<file path="config.mk">
export PLATFORM = sky130hd
export DESIGN_NAME = dmem_responder
export DESIGN_NICKNAME = d
export VERILOG_FILES = /design/src/rtl/dmem_responder.sv
export SDC_FILE = /design/constraint.sdc
export NUM_CORES = 2
export LEC_CHECK = 0
export CAP_MARGIN = 20
export CORE_ASPECT_RATIO = 2
export CORE_MARGIN = 4
export CORE_UTILIZATION = 65
export CTS_CLUSTER_DIAMETER = 120
export CTS_CLUSTER_SIZE = 25
export DETAILED_ROUTE_END_ITERATION = 8
export GPL_ROUTABILITY_DRIVEN = 1
export PLACE_DENSITY_LB_ADDON = 0.1
export SYNTH_ARGS = -nofsm -noshare
export SYNTH_HDL_FRONTEND = slang
export SYNTH_SLANG_ARGS = --single-unit
</file>
<file path="constraint.sdc">
create_clock -name clk -period 5.2 [get_ports clk]
set_input_delay 1.04 -clock clk [delete_from_list [all_inputs] [get_ports clk]]
set_output_delay 1.04 -clock clk [all_outputs]
set_load 0.02 [all_outputs]
</file>
<file path="src/rtl/dmem_responder.sv">
// Data-memory responder for the MEM stage: fixed-latency single-word load/store
// against a local word array, with flush abort and pipeline stall generation.
module dmem_responder #(
    parameter int DEPTH_WORDS = 64,
    parameter int LATENCY     = 3
) (
    input  logic        clk,
    input  logic        rst,
    input  logic        flush,
    input  logic        req_valid,
    input  logic        req_write,
    input  logic [31:0] req_addr,
    input  logic [31:0] req_wdata,
    output logic        req_ready,
    output logic        resp_valid,
    output logic [31:0] resp_rdata,
    output logic        resp_err,
    output logic        stall
);

    localparam int AW = $clog2(DEPTH_WORDS);

    typedef enum logic [1:0] {
        IDLE,
        ACCESS,
        RESP
    } state_e;

    state_e      state_q, state_d;
    logic [3:0]  cnt_q, cnt_d;
    logic [31:0] rdata_q, rdata_d;
    logic        err_q, err_d;
    logic [31:0] mem_q [DEPTH_WORDS];
    logic [31:0] mem_d [DEPTH_WORDS];

    logic [AW-1:0] word_idx;
    logic          addr_err;

    // Any set bit above the array span means the byte address is out of range.
    always_comb begin
        word_idx = req_addr[AW+1:2];
        addr_err = (req_addr[1:0] != 2'b00) || (req_addr[31:AW+2] != '0);
    end

    always_comb begin
        // NOTE: every signal written here gets a default first, so no path can infer a latch.
        state_d    = state_q;
        cnt_d      = cnt_q;
        rdata_d    = rdata_q;
        err_d      = err_q;
        mem_d      = mem_q;
        req_ready  = 1'b0;
        resp_valid = 1'b0;
        resp_rdata = '0;
        resp_err   = 1'b0;
        stall      = 1'b0;

        case (state_q)
            IDLE: begin
                req_ready = !flush;
                stall     = req_valid && !flush;
                if (req_valid && !flush) begin
                    state_d = ACCESS;
                    cnt_d   = 4'(LATENCY - 2);
                    err_d   = addr_err;
                    rdata_d = '0;
                    // Stores commit at accept so a flushed store still lands.
                    if (!addr_err) begin
                        if (req_write) begin
                            mem_d[word_idx] = req_wdata;
                        end else begin
                            rdata_d = mem_q[word_idx];
                        end
                    end
                end
            end
            ACCESS: begin
                stall = 1'b1;
                if (flush) begin
                    state_d = IDLE;
                    cnt_d   = '0;
                end else if (cnt_q == 4'd0) begin
                    state_d = RESP;
                end else begin
                    cnt_d = cnt_q - 4'd1;
                end
            end
            RESP: begin
                // The pulse is the final cycle, so a flush here has nothing left to abort.
                resp_valid = 1'b1;
                resp_rdata = rdata_q;
                resp_err   = err_q;
                state_d    = IDLE;
            end
            default: state_d = IDLE;
        endcase
    end

    // NOTE: sequential state uses non-blocking assignments so all flops update together at the edge.
    always_ff @(posedge clk or negedge rst) begin
        if (!rst) begin
            state_q <= IDLE;
            cnt_q   <= '0;
            rdata_q <= '0;
            err_q   <= 1'b0;
            // NOTE: the array is cleared on reset, so it lives in resettable flops rather than a RAM macro.
            for (int i = 0; i < DEPTH_WORDS; i++) begin
                mem_q[i] <= '0;
            end
        end else begin
            state_q <= state_d;
            cnt_q   <= cnt_d;
            rdata_q <= rdata_d;
            err_q   <= err_d;
            mem_q   <= mem_d;
        end
    end

endmodule

</file>
; ---- Word-level counts from Yosys, hierarchy flattened
; Cells that the tools add are included.
[totals]
register_bits = 2087
latch_bits = 0
ramBits = 0
mem_bits_ro = 0
inputBits = 69
output_inout_bits = 36
elab_cells = 112
n_memories = 0
[op_classes]
n_addsub = 1
n_mul = 0
div_mod_pow = 0
order_cmp = 2
eq_ne = 5
shift = 0
n_mux = 21
bitwise_logic = 2
n_reduce_logical = 13
[ops]
columns = operator, count
row1 = $bwmux W2048, 1
row2 = $bmux W32 S6, 1
row3 = $demux W32 S6, 1
row4 = $mux W32, 6
row5 = $reduce_bool A24 Y1, 1
row6 = $mux W4, 3
row7 = $pmux W4 S2, 1
row8 = $ge A7 B7 Y1 const B, 1
row9 = $lt A7 B1 Y1 const B, 1
row10 = $not A6 Y7, 1
row11 = $mux W2, 3
row12 = $ne A3 B3 Y1 const B, 2
row13 = $logic_not A4 Y1, 1
row14 = $pmux W2 S2, 1
row15 = $reduce_and A2 Y1, 2
row16 = $reduce_and A4 Y1, 1
row17 = $reduce_bool A2 Y1, 2
row18 = $sub A4 B1 Y4 const B, 1
row19 = $mux W1, 3
row20 = $reduce_and A3 Y1, 1
row21 = $eq A2 B1 Y1 const B, 1
row22 = $eq A2 B2 Y1 const B, 1
row23 = $logic_and A1 B1 Y1, 2
row24 = $logic_not A2 Y1, 1
row25 = other kinds (5), 5

; ---- Depth between registers and ports, before layout
[depth]
word_depth = 6
depth_mapped = 11
mapped_depth_nobuf = 6

; ---- Worst setup path after synthesis
; Ideal clock, no wire load.
[synth_timing]
path_type = input to register
from = input port req_addr[2]
to = register rdata_q[23]
setup_ns = 0.134
arrival_time_ns = 3.369
t_required_ns = 5.066
path_slack_ns = 1.697
path_stages = 9
path_buffers = 3
path_cell_list = buf_2 clkbuf_1 buf_1 mux4_2 a22oi_1 nand2_1 a211o_1 nor4b_1 o21ai_0
[synth_via]
elab_chain_len = 6
[synth_lines]
columns = item, line_no
row1 = "start, declared", 12  ; input logic [31:0] req_addr,
row2 = $not A6 Y7 (implied by the code), 72  ; rdata_d = mem_q[word_idx];
row3 = $bmux W32 S6, 72
row4 = $mux W32 (implied by the code) (2 in series), 72
row5 = $mux W32, 69  ; if (req_write) begin
row6 = $mux W32, 68  ; if (!addr_err) begin
row7 = "end signal, assigned", 113  ; rdata_q <= rdata_d;
row8 = "end, declared", 31  ; logic [31:0] rdata_q, rdata_d;
; No other way between the ends. The select of a mux whose other input is x is not followed.
; A chain may end at the register's enable or synchronous reset.

; ---- Worst setup path in the final report
[layout_timing]
from = register state_q[0]
to = output port resp_rdata[10]
[layout_via]
elab_chain_len = 2
[layout_lines]
columns = item, line_no
row1 = "start, declared", 29  ; state_e state_q, state_d;
row2 = "start signal, assigned", 111  ; state_q <= state_d;
row3 = $eq A2 B2 Y1, 58  ; case (state_q)
row4 = $mux W32, 58
row5 = "end, declared", 16  ; output logic [31:0] resp_rdata,
; No other way between the ends.

==> metrics.csv <==
stage;metric;value;unit
outcome;status;completed;
clock_tree;h-tree-depth;3;
detailed_routing;vias;58200;
final_layout;fin_area;101000;um^2
detailed_routing;drt_iter0_markers;4756;
die;die_w;279;um
clock_tree;clock_latency;0.74;ns
timing;slew_headroom;22.5;%
detailed_routing;routed_wl;271000;um
synth;syn_area;95200;um^2
die;dieArea;153000;um^2
clock_tree;cts_resized;0;
final_layout;finalNetCount;6579;
clock_tree;cts_buffers;93;
final_layout;area_growth;6.30;%
global_routing;grt_use_total;35.7;%
clock_tree;cts_setup_buffers;0;
global_routing;antenna_found_initial;18;
job;max_cap_viol_count;0;
timing;period_share;80.0;%
timing;fin_skew;0.0335;ns
critical_path;end_kind;output pin;
synth;synth_seq_area_share;54.8;%
die;num_rows;198;
final_layout;drive_above_1_share;43.2;%
timing;finalSetupViolations;0;
detailed_routing;drt-vias-per-instance;6.91;
synth;yosys_most_used_dff;dfrtp_1;
synth;ys_ff_latch;2087;
die;initial_core_util;65.4;%
global_routing;grt_pass1_wl;406000;um
synth;async_flop_share;100;%
clock_tree;clock-root-buffer;clkbuf_16;
critical_path;critPathKind;register to output pin;
timing;worst_pin_slew;1.16;ns
power;switchingPower;6360;uW
timing;fin_tns_setup;0;ns
clock_tree;cts_tree;done;
clock_tree;cts.sinks;2087;
clock_tree;clockBufferDepth;3;
global_routing;grt-ovfl-total;0;
global_routing;first_global_vias;62000;
timing;drv_slew;0;
critical_path;worstPathRequired;4.16;ns
final_layout;fillerInstances;10200;
synth;syn-num-nets;6764;
power;power_frac_seq;61.7;%
place;place_congestion;0.900;
synth;synth_cell_types;53;
critical_path;cp-start-kind;register;
detailed_routing;ant_nets;0;
detailed_routing;first_pass_iters;6;
power;swShare;24.1;%
power;pwr_density_cell;260;nW/um^2
global_routing;grt_start_max_net_pins;179;
synth;synth-edff-count;0;
power;vdd_drop_max;0.000305;V
timing;max_freq;240;MHz
critical_path;crit_arrival;3.12;ns
hold_path;hold_path_class;input port to async pin;
timing;rsz0062_at_grt;no;
final_layout;final_core_util;69.5;%
clock_tree;path_clk_slew;0.10;ns
synth;synth_warnings;0;
timing;min_period;4.16;ns
detailed_routing;highest_layer;met5;
detailed_routing;wl_met3;14900;um
clock_tree;ctsHoldBuffers;0;
die;dieHeight;549;um
place;port_buffers;104;
synth;syn_inst;6693;
synth;avgSynthCellArea;14.2;um^2
place;placed_area;98700;um^2
detailed_routing;wl_per_cell;32.2;um
timing;hold_viol_final;0;
detailed_routing;m1WireLength;97300;um
place;dp_hpwl;172000;um
die;core;146000;um^2
power;p_comb_share;6.6;%
power;pwr-share-clk;31.7;%
detailed_routing;remaining_drc_errors;0;
critical_path;crit_fanout;34;
power;p_leak;0.0494;uW
detailed_routing;wl_met2;136000;um
power;intPower;20000;uW
die;ios;105;
[critical path, cell delays in order (launching register included)]
cell and delay [ns]:
dfrtp_1 0.49, nor2b_2 0.81, and2_1 0.42, clkdlybuf4s50_1 0.67
[path summary, 6_finish.rpt]
check | from | end | slack [ns] | depth (start not counted)
max in group asynchronous | rst | mem_q[433]$_DFFE_PN0P_ | 3.43 | 2
max | state_q[0]$_DFFE_PN0P_ | resp_rdata[10] | 1.04 | 3
min in group clk | rdata_q[20]$_DFFE_PN0P_ | rdata_q[20]$_DFFE_PN0P_ | 0.49 | 2
max reg2reg | state_q[1]$_DFFE_PN0P_ | mem_q[1812]$_DFFE_PN0P_ | 1.81 | 9
min | rst | mem_q[1421]$_DFFE_PN0P_ | 0.16 | 1
min reg2reg | rdata_q[20]$_DFFE_PN0P_ | rdata_q[20]$_DFFE_PN0P_ | 0.49 | 2
[sequential cells by signal, summed over array words and instances, names as in the netlist]
register  count
cnt_q         4
rdata_q      32
state_q       2
mem_q      2048
err_q         1
[power by group through the flow]
stage	Clock, uW	Combinational, uW	Sequential [uW]
after detailed placement	0	1730	16600
final	8350	1740	16300
after floorplan	0	774	16600
after global placement	0	1700	16600
after global routing	9030	1840	16300
after CTS	8490	1730	16300
[synthesized netlist by cell type (6+ instances only)]
master | number | area share, %
a22oi_1 | 94 | 0.74
o22ai_1 | 101 | 0.66
mux2i_1 | 321 | 3.4
mux4_2 | 221 | 5.2
clkbuf_1 | 391 | 1.5
a21o_1 | 29 | 0.23
and2_1 | 36 | 0.24
o22a_1 | 30 | 0.28
o21ai_0 | 163 | 0.86
buf_2 | 141 | 0.74
and3b_1 | 59 | 0.54
buf_4 | 96 | 0.76
nand3_1 | 6 | 0.032
nand4_1 | 7 | 0.046
nor2_1 | 149 | 0.59
nand2_1 | 110 | 0.43
dfrtp_1 | 2087 | 55
a211o_1 | 29 | 0.27
a221o_1 | 58 | 0.61
nor4_1 | 6 | 0.039
a221oi_1 | 132 | 1.2
nor2b_1 | 7 | 0.046
nor4b_1 | 30 | 0.28
o2bb2ai_1 | 31 | 0.29
a22o_1 | 32 | 0.29
buf_1 | 69 | 0.27
a21oi_1 | 96 | 0.50
mux2_2 | 2057 | 24
nand2b_1 | 64 | 0.42
[cell families (layout without fill, tap and decap cells)]
family	count (synthesis)	after routing	share of synthesized area (%)
AOI/OAI and AO/OA	810	810	6.07
adders and majority gates	2	2	0.0263
buffers and inverters	704	522	3.34
DFF	2087	2087	54.8
muxes	2599	2599	32.9
other	0	11	0
and+or+nand+nor	491	491	2.79
[stage by stage]
stage | power (uW) | hold WS (ns) | worst slack (ns) | instances
floorplan | 17300 | 0.442 | 1.70 | 6693
global placement | 18300 | 0.461 | 0.423 | 8309
detailed placement | 18300 | 0.467 | 0.454 | 8311
CTS | 26500 | 0.169 | 1.02 | 8409
global route | 27100 | 0.167 | 0.848 | 8413
finish | 26300 | 0.162 | 1.04 | 8422
[cell type report]
type                       count  area (um^2)  share of cell area, %
inverter                       7         30.0                 0.0297
clock inverter                 1         16.3                 0.0161
multi-input combinational   3902        40400                   39.9
antenna                       11         27.5                 0.0272
timing repair buffer         417         3750                   3.71
clock buffer                  97         2430                   2.40
sequential                  2087        52200                   51.6
tap                         1900         2380                   2.35
[per-layer routing]
metal	vias to the layer above	GRT usage, %
li1	24000	-
met1	31400	42.5
met2	2005	60.3
met3	746	4.97
met4	8	24.3
met5	-	0
[placed cells by master, fill, tap and decap left out, drive strengths merged, types with 6 or more instances in the layout]
cell           count
dfrtp           2087
mux2            2057
buf              349
mux2i            321
mux4             221
o21ai            163
nor2             149
a221oi           132
nand2            110
o22ai            101
clkbuf            97
a21oi             96
a22oi             94
clkdlybuf4s50     68
nand2b            64
and3b             59
a221o             58
and2              36
a22o              32
o2bb2ai           31
o22a              30
nor4b             30
a211o             29
a21o              29
diode             11
nand4              7
nor2b              7
nor4               6
nand3              6
inv                6
No activity file was read; power rests on OpenSTA's default activity.
